$ cat config.mk
export PLATFORM = sky130hd
export DESIGN_NAME = skew_seq
export DESIGN_NICKNAME = d
export VERILOG_FILES = /design/src/rtl/skew_pkg.sv /design/src/rtl/skew_cnt.sv /design/src/rtl/skew_seq.sv
export SDC_FILE = /design/constraint.sdc
export NUM_CORES = 1
export LEC_CHECK = 0
export ABC_AREA = 1
export ABC_CLOCK_PERIOD_IN_PS = 1900
export CAP_MARGIN = 20
export CORE_MARGIN = 2
export CORE_UTILIZATION = 25
export DETAILED_ROUTE_END_ITERATION = 12
export PLACE_DENSITY = 0.5
export RECOVER_POWER = 50
export SYNTH_ARGS = -nofsm -noshare
export SYNTH_HDL_FRONTEND = slang
export SYNTH_SLANG_ARGS = --single-unit
$ cat constraint.sdc
create_clock -name clk -period 1.9 [get_ports clk]
set_clock_uncertainty 0.05 [all_clocks]
set_input_delay 0.285 -clock clk [delete_from_list [all_inputs] [get_ports clk]]
set_output_delay 0.285 -clock clk [all_outputs]
set_load 0.02 [all_outputs]
$ cat src/rtl/skew_pkg.sv
// Shared types for the skew sequencer: FSM state encoding and error codes.
// No ports; imported by skew_seq and skew_cnt.
package skew_pkg;

  typedef enum logic [1:0] {
    IDLE = 2'd0,
    LEAD = 2'd1,
    WAIT = 2'd2
  } state_e;

  typedef logic [1:0] err_t;

  localparam err_t ERR_NONE = 2'b00;  // clean completion
  localparam err_t ERR_SKEW = 2'b01;  // requested offset below MIN_SKEW
  localparam err_t ERR_PREM = 2'b10;  // sync_in seen before en2 rose
  localparam err_t ERR_TMO  = 2'b11;  // sync_in never arrived after en2

endpackage

$ cat src/rtl/skew_cnt.sv
// Clear/enable/saturating up-counter.
// Ports:
//   clk, rst     clock, asynchronous active-high reset
//   clr_i        synchronous clear to zero (wins over en_i)
//   en_i         increment on this edge
//   cnt_nxt_c_o  combinational: saturated count+1, i.e. the value the counter
//                takes if enabled on the coming edge
module skew_cnt
  import skew_pkg::*;
#(
  parameter int unsigned CNT_W = 8
) (
  input  logic             clk,
  input  logic             rst,
  input  logic             clr_i,
  input  logic             en_i,
  output logic [CNT_W-1:0] cnt_nxt_c_o
);

  localparam logic [CNT_W-1:0] CntMax = '1;

  logic [CNT_W-1:0] cnt_q;

  // Saturating increment; holds at all-ones.
  assign cnt_nxt_c_o = (cnt_q == CntMax) ? cnt_q : cnt_q + CNT_W'(1);

  always_ff @(posedge clk or posedge rst) begin
    if (rst)        cnt_q <= '0;
    else if (clr_i) cnt_q <= '0;
    else if (en_i)  cnt_q <= cnt_nxt_c_o;
  end

endmodule

$ cat src/rtl/skew_seq.sv
// Staggered two-enable sequencer: raises en1, then en2 'offset' edges later,
// then waits for sync_in and reports completion, violations and elapsed cycles.
// Ports:
//   clk, rst   clock, asynchronous active-high reset
//   start      request a sequence (sampled only in IDLE), offset captured with it
//   sync_in    completion indication from the staggered path
//   en1, en2   leading / lagging enables
//   busy       state is not IDLE
//   done/viol  one-cycle completion / violation pulses
//   err_code   last outcome, held until the next done or viol
//   cycles     edges from en1 rise to sync sample, held until the next done
// Optional feature: define SKEW_SEQ_TIMEOUT_EN to abort WAIT after TIMEOUT edges.
module skew_seq
  import skew_pkg::*;
#(
  parameter int unsigned CNT_W    = 8,
  parameter int unsigned MIN_SKEW = 2,
  parameter int unsigned TIMEOUT  = 16
) (
  input  logic             clk,
  input  logic             rst,
  input  logic             start,
  input  logic [CNT_W-1:0] offset,
  input  logic             sync_in,
  output logic             en1,
  output logic             en2,
  output logic             busy,
  output logic             done,
  output logic             viol,
  output logic [1:0]       err_code,
  output logic [CNT_W-1:0] cycles
);

`ifdef SKEW_SEQ_TIMEOUT_EN
  localparam bit TmoEn = 1'b1;
`else
  localparam bit TmoEn = 1'b0;
`endif

  state_e           state_q, state_d;
  logic [CNT_W-1:0] off_q, off_d;
  logic [CNT_W-1:0] cycles_q, cycles_d;
  err_t             err_q, err_d;
  logic             en1_q, en1_d, en2_q, en2_d;
  logic             busy_q, busy_d, done_q, done_d, viol_q, viol_d;

  logic             cyc_clr, cyc_en, tmo_clr, tmo_en, tmo_hit_c;
  logic [CNT_W-1:0] cyc_nxt_c, tmo_nxt_c;

  // Edges since en1 rose (stagger and cycles measurement).
  skew_cnt #(.CNT_W(CNT_W)) u_cyc (
    .clk(clk), .rst(rst), .clr_i(cyc_clr), .en_i(cyc_en), .cnt_nxt_c_o(cyc_nxt_c)
  );

  // Edges since en2 rose (timeout).
  skew_cnt #(.CNT_W(CNT_W)) u_tmo (
    .clk(clk), .rst(rst), .clr_i(tmo_clr), .en_i(tmo_en), .cnt_nxt_c_o(tmo_nxt_c)
  );

  assign tmo_hit_c = TmoEn && (32'(tmo_nxt_c) == TIMEOUT);

  always_ff @(posedge clk or posedge rst) begin
    if (rst) begin
      state_q  <= IDLE;
      off_q    <= '0;
      cycles_q <= '0;
      err_q    <= ERR_NONE;
      en1_q    <= 1'b0;
      en2_q    <= 1'b0;
      busy_q   <= 1'b0;
      done_q   <= 1'b0;
      viol_q   <= 1'b0;
    end else begin
      state_q  <= state_d;
      off_q    <= off_d;
      cycles_q <= cycles_d;
      err_q    <= err_d;
      en1_q    <= en1_d;
      en2_q    <= en2_d;
      busy_q   <= busy_d;
      done_q   <= done_d;
      viol_q   <= viol_d;
    end
  end

  // Next-state and registered-output logic.
  always_comb begin
    state_d  = state_q;
    off_d    = off_q;
    cycles_d = cycles_q;
    err_d    = err_q;
    en1_d    = en1_q;
    en2_d    = en2_q;
    done_d   = 1'b0;
    viol_d   = 1'b0;
    cyc_clr  = 1'b0;
    cyc_en   = 1'b0;
    tmo_clr  = 1'b0;
    tmo_en   = 1'b0;

    unique case (state_q)
      IDLE: begin
        en1_d = 1'b0;
        en2_d = 1'b0;
        if (start) begin
          if (32'(offset) < MIN_SKEW) begin
            viol_d = 1'b1;
            err_d  = ERR_SKEW;
          end else begin
            off_d   = offset;
            cyc_clr = 1'b1;
            en1_d   = 1'b1;
            if (offset == '0) begin
              // Zero stagger: both enables rise together.
              en2_d   = 1'b1;
              tmo_clr = 1'b1;
              state_d = WAIT;
            end else begin
              state_d = LEAD;
            end
          end
        end
      end

      LEAD: begin
        cyc_en = 1'b1;
        if (sync_in) begin
          viol_d  = 1'b1;
          err_d   = ERR_PREM;
          en1_d   = 1'b0;
          state_d = IDLE;
        end else if (cyc_nxt_c == off_q) begin
          // This edge is the offset-th edge after en1 rose.
          en2_d   = 1'b1;
          tmo_clr = 1'b1;
          state_d = WAIT;
        end
      end

      WAIT: begin
        cyc_en = 1'b1;
        tmo_en = 1'b1;
        if (sync_in) begin
          done_d   = 1'b1;
          err_d    = ERR_NONE;
          cycles_d = cyc_nxt_c;
          en1_d    = 1'b0;
          en2_d    = 1'b0;
          state_d  = IDLE;
        end else if (tmo_hit_c) begin
          viol_d  = 1'b1;
          err_d   = ERR_TMO;
          en1_d   = 1'b0;
          en2_d   = 1'b0;
          state_d = IDLE;
        end
      end

      default: begin
        en1_d   = 1'b0;
        en2_d   = 1'b0;
        state_d = IDLE;
      end
    endcase

    busy_d = (state_d != IDLE);
  end

  assign en1      = en1_q;
  assign en2      = en2_q;
  assign busy     = busy_q;
  assign done     = done_q;
  assign viol     = viol_q;
  assign err_code = err_q;
  assign cycles   = cycles_q;

endmodule

==> impl_metrics.ini <==
[status]
status = finished, final reports clean

[placed_design]
pre_cts_slack_ps = -67.3
numPortBuffers = 26
dp.final_hpwl_um = 3070
postPlaceCellArea_um2 = 2300
gp_congestion = 0.804

[yosys]
syn_avg_cell_area_um2 = 7.62
seq_area_frac_synth_pct = 45.4
ys_types = 23
synth-seq-cells = 33
yosysTopAreaCellShare_pct = 45.4
synth_area_leader_cell = dfrtp_1
synth_area_leaders = dfrtp_1 (45%), nand2_1 (15%), inv_1 (7.6%), o21ai_0 (6.3%), ha_1 (4.1%)
synthesis.area_um2 = 1820
synth_nets = 257
netlist_instances = 239
yosys_warnings = 0

[timing]
setup_viol = 0
worst_slack_ps = 65.5
hold_slack_ps = 428
fmax_ghz = 0.545
post-route-min-period_ps = 1830
slew_headroom_pct = 44.4
slew_viol_final = 0
worst_slew_pin_slew_ps = 833
rsz0062_at_grt = yes
hold_violations = 0
min_period_over_period_pct = 96.6

[global_route]
grt_use_total_pct = 11.5
grt_overflow = 0
grt_pass1_vias = 1464
antenna_found_initial = 0
grt_max_degree = 34
grt_pass1_wl_um = 7070

[clocking]
clock_tree.root_cell = clkbuf_8
htreeDepth = 2
cts-buffers-inserted = 5
cts_tree = yes
cts_buffer_depth = 2
clkLatencyLatePin_ps = 280
cts.sinks = 33
clk_pin_slew_worst_paths_ps = 70

[detailed_routing]
via_per_inst = 4.18
firstDrtPassIters = 4
via_count = 1627
drt-wirelength-per-cell_um = 11.1
post-route-drc-count = 0
wl_um = 4320
drtIter0Drc = 68
detail-route-antenna-nets = 0

[layout]
n_fill_cell = 760
antenna-diode-count = 0
postLayoutCellArea_um2 = 2610
nets = 308
drive_gt1_share_pct = 25.5
fin_util_pct = 36.5
syn_to_final_growth_pct = 43.2

[power_and_ir_drop]
power.density_nw_per_um2 = 1170
peakVddDrop_mv = 0.466
p_leak_uw = 0.00123

[die]
die_y_um = 89.3
fp.coreArea_um2 = 7140
rows = 31
io_pins = 27
start_util_pct = 25.5
die_x_um = 89.3
die_area_um2 = 7980

[worst_setup_path]
start_kind = flop
crit_required_ps = 2020
path_class = flop to flop
arrival_ps = 1960
worstSetupEndpointType = flop
cp_max_fo = 6

[job]
cap_violations = 0

[hold_path]
hold_path.class = flop to flop
## power by group
part / internal, uW / switching [uW]
Clock: 287 / 246
Sequential: 898 / 142
Combinational: 662 / 826
## kinds of logic (layout without fill, tap and decap cells)
logic type / after synthesis / after routing / share of synthesized area [%]
simple gates: 122 / 123 / 30.4
buf+inv: 43 / 93 / 9.48
compound gates: 34 / 34 / 10.1
flops: 33 / 33 / 45.4
fa+ha+maj: 6 / 6 / 4.12
xor+xnor: 1 / 1 / 0.481
## critical path, stage by stage, from the launching register on
cell and delay [ps]:
dfrtp_1 410, ha_4 200, nand3_4 110, inv_6 50, nand2_8 80, buf_4 110
nand3_1 80, nand2_1 90, nand3_2 100, nor2_4 140, nand2_2 90, nand2_2 60
nand3_2 50, nand2_1 60, nand2_1 40
## final cells by class
class,instances,area (um^2),area share [%]
Tap cell,99,124,4.75
Clock buffer,7,86.3,3.31
Timing Repair Buffer,48,447,17.1
Sequential cell,33,828,31.8
Multi-Input combinational cell,164,975,37.4
Inverter,38,148,5.66
## synth_stat cells
master	number
clkbuf_1	3
ha_1	6
nand3b_1	4
o21ai_0	23
buf_6	1
or2_2	1
nor2_2	1
nand3_1	15
nand3_2	2
xnor2_1	1
buf_4	1
nor2_4	2
nand4_1	4
o21ai_2	1
inv_2	1
dfrtp_1	33
inv_1	37
nand2_2	5
a21oi_1	2
o22ai_1	8
nand2_4	1
nor2_1	12
nand2_1	75
## final timing paths
kind	startpoint	to	slack (ps)	cells after the start
max	u_cyc.cnt_q[0]$_DFFE_PP0P_	en2$_DFFE_PP0P_	70	14
min	cycles[3]$_DFFE_PP0P_	cycles[3]$_DFFE_PP0P_	430	2
max reg2reg	u_cyc.cnt_q[0]$_DFFE_PP0P_	en2$_DFFE_PP0P_	70	14
min reg2reg	cycles[3]$_DFFE_PP0P_	cycles[3]$_DFFE_PP0P_	430	2
max in group asynchronous	rst	u_cyc.cnt_q[2]$_DFFE_PP0P_	590	3
min in group asynchronous	rst	viol$_DFF_PP0_	630	3
## metrics by stage
stage	TNS, ps	power (uW)	cells
5_1_grt	-157	3320	389
4_1_cts	0	2910	381
2_1_floorplan	0	1830	239
3_5_place_dp	-541	2350	374
3_3_place_gp	-268	2350	374
6_report	0	3060	389
## metal layers
metal  global-route usage, %  up-vias  routed length, um
met3                    1.94        0                123
li1                        -      862                  -
met1                    16.6      735               2170
met2                    17.1       30               2020
met5                       0        -                  0
met4                    4.07        0                  0
## registers in the layout, indices dropped and copies added, names as in the netlist
signal and count:
err_code 2, en2 1, busy 1, cycles 8
off_q 8, u_cyc.cnt_q 8, done 1, viol 1
state_q 2, en1 1
## what timing repair did
item                                    in CTS  in global routing
endpoints found under the setup margin       4                  4
hold buffers                                 0                  0
resized for setup                            2                 44
pin swaps                                    0                 18
setup buffers                                0                  7
cloned                                       0                  1
## cell usage in the layout, fill, tap and decap left out, types with 2 or more instances in the layout
cell	count
nand2_1	59
inv_1	35
dfrtp_1	31
o21ai_0	21
clkdlybuf4s50_1	21
nand2_2	19
buf_4	16
nor2_1	9
nand3_1	9
o22ai_1	8
nand3_2	6
clkbuf_8	6
ha_1	5
dlygate4sd3_1	5
nand4_1	4
nand3b_1	4
nor2_4	4
nand2_4	3
buf_6	3
a21oi_1	2
nand3_4	2
inv_2	2
o21ai_1	2
nor2_2	2
dfrtp_2	2
(Power assumes the default switching activity.)
